--- src/rtl/pyhdl_via_evq_pkg.sv ---
// Shared types for the VIA root-event queue.
// Optional PYHDL_VIA_EVQ_TIMESTAMP_EN adds a timestamp field to each stored record.
package pyhdl_via_evq_pkg;
  localparam int ID_W       = 32;
  localparam int KIND_W     = 4;
  localparam int TS_W       = 32;
  localparam int DROP_CNT_W = 16;

  typedef enum logic [KIND_W-1:0] {
    EVT_COMP_CREATE = 4'd0,
    EVT_OBJ_CREATE  = 4'd1,
    EVT_PHASE_START = 4'd2,
    EVT_PHASE_END   = 4'd3
  } evt_kind_e;

  typedef struct packed {
    logic [KIND_W-1:0] kind;
    logic [ID_W-1:0]   id;
`ifdef PYHDL_VIA_EVQ_TIMESTAMP_EN
    logic [TS_W-1:0]   ts;
`endif
  } evt_rec_t;

  typedef enum logic {EMPTY = 1'b0, PRESENT = 1'b1} outq_state_e;
endpackage

--- src/rtl/pyhdl_via_evq_mem.sv ---
// Event record storage: one synchronous write port, one asynchronous read port.
module pyhdl_via_evq_mem
  import pyhdl_via_evq_pkg::*;
#(
  parameter int DEPTH = 16,
  localparam int PTR_W = $clog2(DEPTH)
) (
  input  logic             clock,
  input  logic             we,
  input  logic [PTR_W-1:0] wr_ptr,
  input  evt_rec_t         wdata,
  input  logic [PTR_W-1:0] rd_ptr,
  output evt_rec_t         rdata
);
  evt_rec_t store [DEPTH];

  always_ff @(posedge clock) begin
    if (we) store[wr_ptr] <= wdata;
  end

  assign rdata = store[rd_ptr];
endmodule

--- src/rtl/pyhdl_via_event_queue.sv ---
// Never-stalling VIA root-event queue drained through a registered valid/ready output.
// Define PYHDL_VIA_EVQ_TIMESTAMP_EN to stamp each event with a free-running counter (out_ts).
module pyhdl_via_event_queue
  import pyhdl_via_evq_pkg::*;
#(
  parameter int DEPTH = 16,
  localparam int PTR_W = $clog2(DEPTH),
  localparam int CNT_W = PTR_W + 1
) (
  input  logic                  clock,
  input  logic                  reset,
  input  logic                  flush,
  input  logic                  evt_valid,
  output logic                  evt_ready,
  input  logic [KIND_W-1:0]     evt_kind,
  input  logic [ID_W-1:0]       evt_id,
  output logic                  out_valid,
  input  logic                  out_ready,
  output logic [KIND_W-1:0]     out_kind,
  output logic [ID_W-1:0]       out_id,
`ifdef PYHDL_VIA_EVQ_TIMESTAMP_EN
  output logic [TS_W-1:0]       out_ts,
`endif
  output logic [CNT_W-1:0]      count,
  output logic [DROP_CNT_W-1:0] drop_cnt,
  output logic                  overflow
);
  logic [PTR_W-1:0]      wr_ptr_q, wr_ptr_d, rd_ptr_q, rd_ptr_d;
  logic [CNT_W-1:0]      count_q, count_d;
  outq_state_e           state_q, state_d;
  evt_rec_t              out_q, out_d, rec_in, mem_rdata;
  logic [DROP_CNT_W-1:0] drop_q, drop_d;
  logic                  ovf_q, ovf_d;
  logic                  full, push, pop, drop;

`ifdef PYHDL_VIA_EVQ_TIMESTAMP_EN
  logic [TS_W-1:0] ts_q, ts_d;
  assign ts_d   = ts_q + TS_W'(1);
  assign out_ts = out_q.ts;
  assign rec_in = '{kind: evt_kind, id: evt_id, ts: ts_q};
`else
  assign rec_in = '{kind: evt_kind, id: evt_id};
`endif

  // The head entry stays in storage until popped, so count covers the output register.
  assign full = (count_q == CNT_W'(DEPTH));
  assign push = evt_valid && !full && !flush;
  assign drop = evt_valid && full && !flush;
  assign pop  = (state_q == PRESENT) && out_ready;

  // Read port looks one past the head: that is what gets loaded on a pop.
  pyhdl_via_evq_mem #(.DEPTH(DEPTH)) u_mem (
    .clock  (clock),
    .we     (push),
    .wr_ptr (wr_ptr_q),
    .wdata  (rec_in),
    .rd_ptr (rd_ptr_q + PTR_W'(1)),
    .rdata  (mem_rdata)
  );

  always_comb begin
    wr_ptr_d = wr_ptr_q;
    rd_ptr_d = rd_ptr_q;
    count_d  = count_q;
    state_d  = state_q;
    out_d    = out_q;
    drop_d   = drop_q;
    ovf_d    = ovf_q;
    if (flush) begin
      wr_ptr_d = '0;
      rd_ptr_d = '0;
      count_d  = '0;
      state_d  = EMPTY;
      out_d    = '0;
      ovf_d    = 1'b0;
    end else begin
      if (push) wr_ptr_d = wr_ptr_q + PTR_W'(1);
      if (pop)  rd_ptr_d = rd_ptr_q + PTR_W'(1);
      count_d = count_q + CNT_W'(push) - CNT_W'(pop);
      if (drop) begin
        ovf_d = 1'b1;
        if (drop_q != '1) drop_d = drop_q + DROP_CNT_W'(1);
      end
      case (state_q)
        EMPTY: if (push) begin
          out_d   = rec_in;
          state_d = PRESENT;
        end
        PRESENT: if (pop) begin
          // With a single entry left, the successor can only be this cycle's push.
          if (count_q > CNT_W'(1)) out_d = mem_rdata;
          else if (push)           out_d = rec_in;
          else                     state_d = EMPTY;
        end
        default: state_d = EMPTY;
      endcase
    end
  end

  always_ff @(posedge clock or posedge reset) begin
    if (reset) begin
      wr_ptr_q <= '0;
      rd_ptr_q <= '0;
      count_q  <= '0;
      state_q  <= EMPTY;
      out_q    <= '0;
      drop_q   <= '0;
      ovf_q    <= 1'b0;
    end else begin
      wr_ptr_q <= wr_ptr_d;
      rd_ptr_q <= rd_ptr_d;
      count_q  <= count_d;
      state_q  <= state_d;
      out_q    <= out_d;
      drop_q   <= drop_d;
      ovf_q    <= ovf_d;
    end
  end

`ifdef PYHDL_VIA_EVQ_TIMESTAMP_EN
  // Free-running; deliberately untouched by flush.
  always_ff @(posedge clock or posedge reset) begin
    if (reset) ts_q <= '0;
    else       ts_q <= ts_d;
  end
`endif

  assign evt_ready = !full;
  assign out_valid = (state_q == PRESENT);
  assign out_kind  = out_q.kind;
  assign out_id    = out_q.id;
  assign count     = count_q;
  assign drop_cnt  = drop_q;
  assign overflow  = ovf_q;
endmodule
--- config.mk ---
export PLATFORM = sky130hd
export DESIGN_NAME = pyhdl_via_event_queue
export DESIGN_NICKNAME = d
export VERILOG_FILES = /design/src/rtl/pyhdl_via_evq_pkg.sv /design/src/rtl/pyhdl_via_evq_mem.sv /design/src/rtl/pyhdl_via_event_queue.sv
export SDC_FILE = /design/constraint.sdc
export NUM_CORES = 1
export LEC_CHECK = 0
export ABC_AREA = 1
export BUFFER_PORTS_ARGS = -buffer_cell sky130_fd_sc_hd__buf_2
export CAP_MARGIN = 20
export CORE_ASPECT_RATIO = 0.5
export CORE_MARGIN = 2
export CORE_UTILIZATION = 59
export DETAILED_ROUTE_END_ITERATION = 7
export PLACE_DENSITY = 0.77
export REMOVE_ABC_BUFFERS = 1
export SLEW_MARGIN = 20
export SYNTH_ARGS = -nofsm -noshare
export SYNTH_HDL_FRONTEND = slang
export SYNTH_SLANG_ARGS = --single-unit
--- constraint.sdc ---
create_clock -name clock -period 10.7 [get_ports clock]
set_clock_uncertainty 0.15 [all_clocks]
set_input_delay 0.535 -clock clock [delete_from_list [all_inputs] [get_ports clock]]
set_output_delay 0.535 -clock clock [all_outputs]
set_load 0.005 [all_outputs]
# Word level (Yosys, flattened, before mapping)
# Memory sizes are Yosys's and may differ from the RTL's.
# Index checks and enable logic that the tools add are counted.
# word_totals
out_inout_bits	60
mem_bits_ro	0
latchBits	0
mem_count	1
ramBits	576
ff_bits	67
# classes
div	0
reduce_logical	11
shifts	0
n_eq_ne	3
magnitude_cmp	1
n_addsub	5
mux	18
n_bitwise	2
mul	0
# mem_list
name	depth	word_bits	read_ports	rd_clocked_by_memory_dff	write_ports	line_no	text
u_mem.store	16	36	1	0	1	pyhdl_via_evq_mem.sv:15	evt_rec_t store [DEPTH];
# ops
op	count
$mux W36	4
$pmux W36 S2	1
$add A16 B1 Y16 const B	1
$mux W4	4
$ne A16 B16 Y1 const B	1
$add A4 B1 Y4 const B	2
$mux W1	7
$reduce_bool A2 Y1	3
$add A5 B1 Y5	1
$eq A5 B5 Y1 const B	1
$gt A5 B1 Y1 const B	1
$logic_and A1 B1 Y1	5
$mux W5	1
$sub A5 B1 Y5	1
$ne A3 B2 Y1 const B	1
$reduce_and A3 Y1	1
$logic_not A1 Y1	2
$not A1 Y1	2
$pmux W1 S2	1

# Logic depth before layout (Yosys ltp)
# Gate-level depths: netlist of run 1.
# depth
depth_word	9
mapped_depth	18

# Cells and area by module
# Synthesis of run 1 repeated with hierarchy kept, for this count alone.
# hier_totals
cells_unflattened	3030
area_unflattened_um2	29234.3
# modules_own_cells
mod	seq_area_each_um2	cells_each	area_per_inst_um2	instances
pyhdl_via_evq_mem	17296.6	2343	24673.7	1
pyhdl_via_event_queue	1676.6	687	4560.6	1

# Least setup slack after synthesis of run 1
# No wires, ideal clock.
# synth_path
path_kind	reg-to-reg
start	register count_q[2] (netlist: count[2])
end	memory u_mem.store[1][0] in the netlist's numbering, enable pin
path_stages_with_launch	11
slack_ns	6.270
path_buffers	1
arrival_time_ns	3.806
setup_time_ns	0.474
t_required_ns	10.076
path_cell_list	dfrtp_1 inv_1 ha_1 inv_1 nor2_1 nand2_1 nand2_1 nor2_2 inv_2 buf_2 nor3_1
# synth_between
elab_chain_len	6
# synth_lines
element	line_no	text
from (decl)	pyhdl_via_event_queue.sv:29	logic [CNT_W-1:0] count_q, count_d;
from (signal assigned)	pyhdl_via_event_queue.sv:112	count_q <= count_d;
$eq A5 B5 Y1	pyhdl_via_event_queue.sv:46	assign full = (count_q == CNT_W'(DEPTH));
$logic_not A1 Y1	--	
named net evt_ready	pyhdl_via_event_queue.sv:14	output logic evt_ready,
$logic_and A1 B1 Y1 (2 in series)	pyhdl_via_event_queue.sv:47	assign push = evt_valid && !full && !flush;
$mux W1	pyhdl_via_evq_mem.sv:18	if (we) store[wr_ptr] <= wdata;
$mux W1 (implied by the code)	pyhdl_via_evq_mem.sv:18	
to (decl)	pyhdl_via_evq_mem.sv:15	
# The timed path passes the listed nets, and every way through them passes these cells.

# Final worst setup path of run 1
# layout_path
start	register count_q[3] (netlist: count[3])
end	register count_q[4] (netlist: count[4])
# layout_between
elab_chain_len	7
# layout_lines
element	line_no	text
$eq A5 B5 Y1	pyhdl_via_event_queue.sv:46	
$logic_not A1 Y1	pyhdl_via_event_queue.sv:47	
$logic_and A1 B1 Y1 (2 in series)	pyhdl_via_event_queue.sv:47	
$add A5 B1 Y5 *	pyhdl_via_event_queue.sv:79	count_d = count_q + CNT_W'(push) - CNT_W'(pop);
$sub A5 B1 Y5 *	pyhdl_via_event_queue.sv:79	
$mux W5 *	pyhdl_via_event_queue.sv:69	if (flush) begin
named net count_d[4]	pyhdl_via_event_queue.sv:29	
# Mark *: on every way through the listed nets, which the timed path passes. The rest lies on a longest branch.
# A chain may end at the register's enable or synchronous reset.

==> results.md, run 1 <==
* Outcome: finished clean
* Die height at 155 um
* Dominant synthesized flop cell: edfxtp_1
* Die ar. at 47600 um^2
* Worst hold path type: input pin to register
* Post-route ant nets at 0
* Final net count at 2549
* Number of global-route vias before repair at 17700
* Vias per inst at 5.90
* Clk slew on worst S/H paths at 0.06 ns
* R2R Path Start: count[3]
* Reg2reg end: count[4]
* Endpoints failing setup at 0
* Clock latency on the worst-skew pair at 0.60 ns
* Ratio of cells with drive above 1 in the final layout at 9.74%
* CTS tree: yes
* Worst ir drop on vdd at 147 uV
* # IOs at 101
* Sequential Power Share at 49.4%
* Sw Pwr at 1.66 mW
* Port bufs at 100
* Leak Pwr at 11.5 nW
* CTS Buf Count at 54
* All-Layer GR Usage at 27.6%
* CP required at 11.02 ns
* GRT Residual Overflow at 0
* Synth top area cells: edfxtp_1 (64%), nand2_1 (12%), nand3_1 (11%)
* Yosys top cell by area: edfxtp_1
* Placed Cells at 3032
* Setup slack, reg-to-reg at 6.46 ns
* Relative slew slack at 22.1%
* Ys async rst share at 10.4%
* Detailed Route WL at 65300 um
* CTS max path bufs at 3
* DP Area at 27900 um^2
* Fillers at 3212
* # rows at 55
* Core box area at 45100 um^2
* Post-synth cell types at 32
* Netlist Area Pre-Place at 27000 um^2
* Max incr delay on CP at 0.90 ns
* Switching Share at 27.9%
* Pin count of the biggest net entering global routing at 201
* Root Driver: clkbuf_16
* Final Instance Area at 29800 um^2
* Post-Layout Cell Count at 3134
* Pwr dens at 200 nW/um^2
* Synthesis Warnings at 0
* Min-delay src: evt_valid
* Initial detailed-routing violation count at 2604
* Synth Register Bits at 643
* Antenna violations before repair at 0
* Crit path launch type: register
* Crit path top cell by count: inv_1
* Fin Setup TNS at 0 ns
* Hold path depth at 3
* FF-to-FF path depth at 18
* Achievable Freq at 236 MHz
* First-pass GRT wire length at 100000 um
* Clk pwr share at 33.9%
* Crit path kind: register to register
* EDFF count, synth at 576
* H-Tree Depth at 2
* Critical path fanouts, max at 41
* Final hold violations at 0
* Max-cap violations at 0
* Final Util at 65.9%
* # clock sinks at 643
* Initial cell density of the core at 59.8%
* Slowest CP cell: inv_2
* 1st-pass router iterations at 5
* GPL Wtd Cong at 0.817
* Int Pwr at 4.28 mW
* Routed via count at 18500
* Setup crit end kind: register
* Hold Path Sink: overflow
* Die width at 306 um
* Antenna cell count at 0
* Comb power frac at 16.7%
* Unrepaired setup endpoints after global routing: false
* Post-synthesis sequential area ratio at 70.3%
* Post-DP HPWL at 32200 um
* DRC errors left at 0
* Cells after Synth at 2441
* Crit share post-route at 39.6%
* Final Slew Violations at 0
* Mean post-synth cell area at 11.1 um^2
* Yosys top cell area share at 64.1%
* Min cycle time layout at 4.24 ns
* Worst slew pin tran at 1.17 ns
* WP data arrival at 4.56 ns
* WL/cell at 20.8 um
* Synth-to-Final Area Change at 10.4%
* Crit-path cells: inv_1, ha_1, inv_1, nor2_1, nand2_1, nand2_1, nor2_4, buf_4, inv_2, ha_1, inv_1, ha_1, inv_1, fa_1, o21bai_1, a21oi_1, o21ai_0, a21oi_1
==> registers in the layout, summed over array words and instances (netlist names) <==
signal       cells
u_mem.store    576
rd_ptr_q         4
out_id          32
overflow         1
count            5
drop_cnt        16
out_kind         4
out_valid        1
wr_ptr_q         4
==> cell type report <==
cell class,count,area [um^2],share of cell area [%]
well taps,598,748,2.51
clock inverters,31,340,1.14
flip-flops and latches,643,19000,63.7
multi-input cells,1544,7030,23.6
clock buffers,69,1460,4.90
repair buffers,134,771,2.59
inverters,115,448,1.50
==> synth_stat cells (3+ instances only) <==
cell,n
a21oi_1,8
buf_1,4
buf_2,88
buf_4,9
buf_6,3
clkbuf_1,35
dfrtp_1,67
edfxtp_1,576
ha_1,15
inv_1,109
inv_2,4
nand2_1,845
nand3_1,588
nand4_1,6
nor2_1,30
nor2_2,3
nor3_1,11
o21ai_0,12
o21ai_1,5
xor2_1,9
==> critical path: cells and delay by family, from the launching register on <==
family	cells	cell delay, ns
fa+ha+maj	4	1.14
simple gates	4	0.46
flops	1	0.38
buf+inv	6	1.51
compound gates	4	0.46
==> worst max path at each step <==
stage	from	endpoint	slack, ns
after global routing	count[3]	count[4]	6.20
after global placement	count[3]	count[4]	6.63
after floorplan	rd_ptr_q[0]	out_id[20]	-2.22
after detailed placement	count[3]	count[4]	6.53
after CTS	count[3]	count[4]	6.50
final	count[3]	count[4]	6.46
==> cell families after synthesis <==
group                    after synthesis  share of synthesized area [%]
XOR/XNOR                              12                          0.529
flip-flops                           643                           70.3
AO/OA/AOI/OAI                         29                          0.561
buffers and inverters                254                           4.16
adder cells (fa/ha/maj)               16                          0.770
AND/OR/NAND/NOR                     1487                           23.6
==> metal layers <==
| metal | wire length, um | GRT usage [%] | vias up | part of all wire, % |
|---|---|---|---|---|
| met1 | 26300 | 39.9 | 8800 | 40 |
| met4 | 1320 | 7.40 | 0 | 2.0 |
| li1 | - | - | 8497 | - |
| met5 | 0 | 0 | - | 0 |
| met3 | 7370 | 4.45 | 101 | 11 |
| met2 | 30300 | 44.2 | 1102 | 46 |
==> power groups by stage <==
stage	sequential, mW	clock (mW)	combinational (mW)
2_1_floorplan	2.99	0	0.630
3_3_place_gp	2.99	0	0.950
3_5_place_dp	2.99	0	0.979
4_1_cts	2.94	2.02	0.986
5_1_grt	2.95	2.12	1.10
6_report	2.94	2.02	0.990
==> cell usage in the layout, fill, tap and decap left out, drive strengths merged <==
| master | Yosys | final |
|---|---|---|
| a21oi | 8 | 8 |
| a31oi | 1 | 1 |
| and2 | 1 | 1 |
| buf | 104 | 133 |
| bufinv | 0 | 7 |
| clkbuf | 35 | 69 |
| clkinv | 1 | 24 |
| dfrtp | 67 | 67 |
| dlygate4sd3 | 0 | 1 |
| edfxtp | 576 | 576 |
| fa | 1 | 1 |
| ha | 15 | 15 |
| inv | 114 | 115 |
| nand2 | 846 | 846 |
| nand3 | 589 | 589 |
| nand4 | 6 | 6 |
| nor2 | 33 | 33 |
| nor3 | 12 | 12 |
| o21ai | 17 | 17 |
| o21bai | 1 | 1 |
| o22ai | 2 | 2 |
| xnor2 | 1 | 1 |
| xor2 | 11 | 11 |
==> metrics by stage <==
stage | hold WS [ns] | power [mW] | setup WS (ns)
global route | 0.107 | 6.17 | 6.20
finish | 0.123 | 5.94 | 6.46
global placement | 0.332 | 3.94 | 6.63
detailed placement | 0.333 | 3.97 | 6.53
CTS | 0.100 | 5.94 | 6.50
floorplan | 0.326 | 3.62 | -2.22
==> timing repair <==
item,4_1_cts,5_1_grt
hold buffers,1,0
hold endpoints to repair,17,0
resized for setup,0,0
buffers inserted,0,0
Power figures use the tool's default switching activity.
==> run 2: changes to the inputs <==
- clock period: 10.7 -> 4.3 ns (I/O delays scaled with it)
==> run 2 against run 1 <==
Effect of this change:
- setup slack got worse by 5.6 ns
- non-clock buffer count is 47 higher
- clock power is 140% higher
- power grew 150%
- critical endpoint unchanged
- sequential share of layout area down 1.0 points
- count of clock-buffer cells in the layout is 8 higher
- hold slack gained 0.016 ns
- largest power group unchanged
- combinational power rose to 2.6 times the previous value
- largest cell class unchanged
- flip-flop and latch count is the same
- die area is the same
==> results.md, run 2 (same netlist as run 1, synthesis figures left out) <==
* Leak Pwr at 11.7 nW (+1.8%)
* Most flop-heavy register: u_mem.store
* Die width at 306 um (unchanged)
* Max-cap violations at 0 (unchanged)
* WL/cell at 20.8 um (-0.29%)
* Commonest non-fill, non-tap cell in the layout: nand2_1
* Unrepaired setup endpoints after global routing: false
* Post-CTS Resized at 0 (unchanged)
* CTS tree: yes
* Most frequent cells in the layout: nand2_1 (843), nand3_1 (587), edfxtp_1 (576), inv_1 (107), buf_2 (100)
* DP Area at 28100 um^2 (+0.65%)
* Post-DP HPWL at 34800 um (+8.1%)
* GRT Residual Overflow at 0 (unchanged)
* Comb power frac at 17.3% (+0.6 points)
* Die ar. at 47600 um^2 (unchanged)
* Post-route ant nets at 0 (unchanged)
* Crit path launch type: register
* Final Slew Violations at 0 (unchanged)
* All-Layer GR Usage at 28.2% (+0.61 points)
* Number of flip-flops in the largest register at 576 (unchanged)
* Ratio of cells with drive above 1 in the final layout at 9.91% (+0.17 points)
* Initial detailed-routing violation count at 2254 (-13%)
* Number of global-route vias before repair at 18700 (+5.6%)
* Worst hold path type: input pin to async pin
* Crit path top cell by count: inv_1
* Fillers at 3181 (-0.97%)
* Antenna violations before repair at 0 (unchanged)
* Post-CTS Hold Fix Bufs at 40 (+39)
* H-Tree Depth at 2 (unchanged)
* Clock latency on the worst-skew pair at 0.59 ns (about the same)
* Die height at 155 um (unchanged)
* Port bufs at 100 (unchanged)
* Pwr dens at 486 nW/um^2 (+140%)
* Crit-path cells: inv_1, ha_1, inv_1, nor2_1, nand2_1, nand2_1, nor2_4, inv_2, ha_1, inv_1, ha_1, inv_1, fa_1, o21bai_1, a21oi_1, o21ai_0, a21oi_1
* Setup slack, reg-to-reg at 0.82 ns (-5.64 ns)
* # clock sinks at 643 (unchanged)
* CTS Buf Count at 53 (-1.9%)
* Reg2reg end: count[4]
* Routed via count at 18900 (+2.0%)
* Worst slew pin tran at 1.14 ns (-0.0290 ns)
* R2R Path Start: count[2]
* Vias per inst at 5.93 (+0.54%)
* Final hold violations at 0 (unchanged)
* Antenna cell count at 0 (unchanged)
* Final Instance Area at 30300 um^2 (+1.6%)
* Outcome: finished clean
* WP data arrival at 3.80 ns (-0.76 ns)
* Crit. Startpoint: count[2]
* Clk slew on worst S/H paths at 0.07 ns (about the same)
* CP required at 4.62 ns (-6.40 ns)
* Root Driver: clkbuf_16
* Initial cell density of the core at 59.8% (unchanged)
* Worst ir drop on vdd at 355 uV (+140%)
* Achievable Freq at 288 MHz (+22%)
* Slowest CP cell: fa_1
* Crit path kind: register to register
* DRC errors left at 0 (unchanged)
* Int Pwr at 10.6 mW (+150%)
* Max incr delay on CP at 0.43 ns (-0.47 ns)
* FF-to-FF path depth at 17 (-1)
* Core box area at 45100 um^2 (unchanged)
* CTS max path bufs at 3 (unchanged)
* Critical path fanouts, max at 17 (-59%)
* Switching Share at 28.0% (+0.10 points)
* Crit path capture: count[4]
* # rows at 55 (unchanged)
* Endpoints failing setup at 0 (unchanged)
* Relative slew slack at 24.0% (+1.9 points)
* # IOs at 101 (unchanged)
* Setup crit end kind: register
* GPL Wtd Cong at 0.806 (-1.4%)
* # Post-CTS Setup Buffers at 0 (unchanged)
* Min cycle time layout at 3.48 ns (-0.761 ns)
* Final net count at 2595 (+1.8%)
* Sequential Power Share at 49.4% (about the same)
* Crit share post-route at 80.9% (+41 points)
* Final Util at 67.0% (+1.1 points)
* Synth-to-Final Area Change at 12.2%
* Sw Pwr at 4.12 mW (+150%)
* 1st-pass router iterations at 5 (unchanged)
* Pin count of the biggest net entering global routing at 145 (-28%)
* First-pass GRT wire length at 103000 um (+2.8%)
* Detailed Route WL at 66100 um (+1.2%)
* Clk pwr share at 33.3% (-0.6 points)
run 2: critical path, delay by kind of cell, from the launching register on:
kind / cells / cell delay (ns)
buffers and inverters: 5 / 0.55
AO/OA/AOI/OAI: 4 / 0.45
AND/OR/NAND/NOR: 4 / 0.68
flip-flops: 1 / 0.38
adder cells (fa/ha/maj): 4 / 1.15
run 2: power groups by stage:
stage,Combinational (mW),Sequential (mW),Clock (mW)
finish,2.54,7.28,4.90
global route,2.87,7.31,5.15
CTS,2.53,7.27,4.91
detailed placement,2.48,7.40,0
global placement,2.41,7.39,0
floorplan,1.57,7.45,0
run 2: area by class of cell:
type	count	area, um^2	area share, %
tap	598	748	2.47
timing repair buffer	181	1320	4.37
sequential	643	19000	62.7
clock inverter	23	213	0.703
multi-input combinational	1544	7030	23.2
inverter	115	443	1.46
clock buffer	77	1530	5.05
run 2: routing by layer:
layer  wire (um)  GRT usage (%)  up-vias
li1            -              -     8579
met4        1900           8.94        0
met3        7260           4.78      141
met1       26100           39.8     9045
met2       30800           45.5     1114
met5           0              0        -
run 2: worst min-delay path by stage:
stage / slack (ns) / endpoint / depth (start not counted) / startpoint
6_report: 0.14 / drop_cnt[1] / 3 / reset
4_1_cts: 0.17 / drop_cnt[1] / 3 / reset
2_1_floorplan: 0.13 / out_valid / 1 / flush
5_1_grt: 0.20 / drop_cnt[1] / 3 / reset
3_5_place_dp: 0.23 / drop_cnt[1] / 2 / reset
3_3_place_gp: 0.21 / drop_cnt[0] / 2 / reset
run 2: stage by stage:
step	worst slack, ns	total power [mW]	hold slack [ns]	setup TNS [ns]	std cells
global placement	0.968	9.80	0.210	0	3041
CTS	0.844	14.7	0.167	0	3181
floorplan	-8.62	9.02	0.128	-488.67	2302
finish	0.823	14.7	0.139	0	3181
detailed placement	0.884	9.88	0.228	0	3041
global route	0.528	15.3	0.203	0	3181
==> run 3: changes to the inputs <==
- CORE_UTILIZATION: 59 -> 56
- PLACE_DENSITY: 0.77 -> 0.76
- clock period: 4.3 -> 2.9 ns (I/O delays scaled with it)
==> run 3 against run 2 <==
Effect of this change:
- maximum frequency increased by 31%
- largest cell class unchanged
- clock power increased by 54%
- critical path type unchanged
- setup slack got worse by 0.58 ns
- non-clock buffer count increased by 33
- critical endpoint unchanged
- sequential power increased by 48%
==> results.md, run 3 (same netlist as run 1, synthesis figures left out) <==
* Setup crit end kind: register
* Pin count of the biggest net entering global routing at 167 (+15%)
* Final WS setup at 0.240 ns (-0.583 ns)
* Endpoints failing setup at 0 (unchanged)
* Worst hold path type: input pin to async pin
* # rows at 56 (+1.8%)
* Relative slew slack at 44.7% (+21 points)
* CTS Buf Count at 54 (+1.9%)
* Post-DP HPWL at 37400 um (+7.5%)
* Clock latency on the worst-skew pair at 0.60 ns (about the same)
* Clk pwr share at 33.9% (+0.6 points)
* WP buf/inv at 5 (unchanged)
* Unrepaired setup endpoints after global routing: false
* Final Slew Violations at 0 (unchanged)
* Crit path kind: register to register
* Most frequent cells in the layout: nand2_1 (842), nand3_1 (587), edfxtp_1 (576), inv_1 (107), buf_2 (100)
* GPL Wtd Cong at 0.836 (+3.7%)
* CTS tree: yes
* # clock sinks at 643 (unchanged)
* Crit share post-route at 91.7% (+11 points)
* Final net count at 2629 (+1.3%)
* Initial cell density of the core at 57.1% (-2.6 points)
* Die ar. at 50000 um^2 (+5.3%)
* Comb power frac at 17.8% (+0.5 points)
* 1st-pass router iterations at 6 (+1)
* Fillers at 3299 (+3.7%)
* Area occupied by multi-input gates at 7030 um^2 (about the same)
* Switching Share at 28.1% (+0.11 points)
* Most flop-heavy register: u_mem.store
* Die height at 159 um (+2.6%)
* Detailed Route WL at 67400 um (+1.9%)
* Antenna cell count at 0 (unchanged)
* Synth-to-Final Area Change at 14.6%
* Vias per inst at 5.87 (-1.1%)
* Post-route ant nets at 0 (unchanged)
* Sequential Power Share at 48.3% (-1.1 points)
* H-Tree Depth at 2 (unchanged)
* Die width at 314 um (+2.6%)
* Crit path top cell by count: inv_1
* Sw Pwr at 6.27 mW (+52%)
* Commonest non-fill, non-tap cell in the layout: nand2_1
* Worst ir drop on vdd at 449 uV (+26%)
* Worst slack, placed at 0.151 ns (-0.733 ns)
* Number of global-route vias before repair at 18500 (-0.77%)
* Ratio of cells with drive above 1 in the final layout at 11.2% (+1.3 points)
* Int Pwr at 16.0 mW (+51%)
* Worst slew pin tran at 0.830 ns (-0.309 ns)
* Fin Setup TNS at 0 ns (unchanged)
* First-pass GRT wire length at 105000 um (+1.7%)
* Clk slew on worst S/H paths at 0.07 ns (about the same)
* Max incr delay on CP at 0.43 ns (about the same)
* Max-cap violations at 0 (unchanged)
* DRC errors left at 0 (unchanged)
* Slowest CP cell: fa_1
* Crit-path leading delay family: adder cells
* Root Driver: clkbuf_16
* CP required at 3.22 ns (-1.40 ns)
* Post-Layout Cell Count at 3254 (+2.3%)
* Final hold violations at 0 (unchanged)
* Crit-path cells: inv_1, ha_1, inv_1, nor2_1, nand2_1, nand2_2, nor2_4, inv_2, ha_1, inv_1, ha_1, inv_1, fa_1, o21bai_1, a21oi_1, o21ai_1, a21oi_1
* Critical path fanouts, max at 3 (-14)
* All-Layer GR Usage at 26.9% (-1.3 points)
* Achievable Freq at 376 MHz (+31%)
* Leak Pwr at 12.0 nW (+2.4%)
* CTS max path bufs at 3 (unchanged)
* Pwr dens at 721 nW/um^2 (+48%)
* WP data arrival at 2.98 ns (-0.82 ns)
* Crit path launch type: register
* Outcome: finished clean
* Initial detailed-routing violation count at 2734 (+21%)
* Sequential cell area at 19000 um^2 (unchanged)
* Min cycle time layout at 2.66 ns (-0.817 ns)
* WL/cell at 20.7 um (-0.37%)
* Placed Cells at 3112 (+2.3%)
* Antenna violations before repair at 0 (unchanged)
* Routed via count at 19100 (+1.1%)
* Core box area at 47200 um^2 (+4.6%)
* Final Util at 65.5% (-1.5 points)
* GRT Residual Overflow at 0 (unchanged)
* Port bufs at 100 (unchanged)
* Setup slack, reg-to-reg at 0.24 ns (-0.58 ns)
* Number of flip-flops in the largest register at 576 (unchanged)
* # IOs at 101 (unchanged)
run 3: power by group through the flow:
stage / Sequential (mW) / Clock [mW] / Combinational (mW)
floorplan: 11.0 / 0 / 2.33
CTS: 10.8 / 7.61 / 3.92
detailed placement: 11.0 / 0 / 3.85
global placement: 10.9 / 0 / 3.76
finish: 10.8 / 7.56 / 3.98
global route: 10.8 / 7.96 / 4.40
run 3: final timing paths:
kind                       startpoint     endpoint  depth (start not counted)
hold / removal                  reset  drop_cnt[1]                          4
setup reg to reg             count[2]     count[4]                         17
max in group asynchronous       reset  rd_ptr_q[0]                          4
hold reg to reg              overflow     overflow                          2
min in group clock          evt_valid     overflow                          4
setup / recovery             count[2]     count[4]                         17
run 3: layer usage:
metal  up-vias  track usage (%)  wire length, um
met2      1112             43.4            32100
met1      9213             38.8            27100
li1       8665                -                -
met5         -                0                0
met3       103             4.05             6850
met4         0             7.06             1310
run 3: cell type report:
type / instances / share of cell area, %
multi-input cells: 1544 / 22.7
well taps: 638 / 2.58
clock inverters: 37 / 1.29
inverters: 115 / 1.43
repair buffers: 214 / 5.99
flip-flops and latches: 643 / 61.4
clock buffers: 63 / 4.61
run 3: metrics by stage:
stage	total power [mW]	hold slack (ns)	instance area [um^2]
after global routing	23.2	0.0380	30900
after detailed placement	14.8	0.111	28700
after floorplan	13.4	0.0581	26300
final	22.3	0.0219	30900
after CTS	22.3	0.0163	30900
after global placement	14.7	0.103	28700
run 3: repair_timing:
item / 4_1_cts / 5_1_grt
gates resized for setup: 0 / 2
setup buffers: 0 / 1
hold buffers: 40 / 0
endpoints found under the setup margin: 0 / 1
hold endpoints to repair: 680 / 0
run 3: worst reg2reg max path, stage by stage (launching register included):
cell	delay, ns
dfrtp_1	0.38
inv_1	0.10
ha_1	0.15
inv_1	0.04
nor2_1	0.11
nand2_1	0.10
nand2_2	0.10
nor2_4	0.04
inv_2	0.05
ha_1	0.21
inv_1	0.05
ha_1	0.15
inv_1	0.06
fa_1	0.43
o21bai_1	0.15
a21oi_1	0.09
o21ai_1	0.12
a21oi_1	0.05
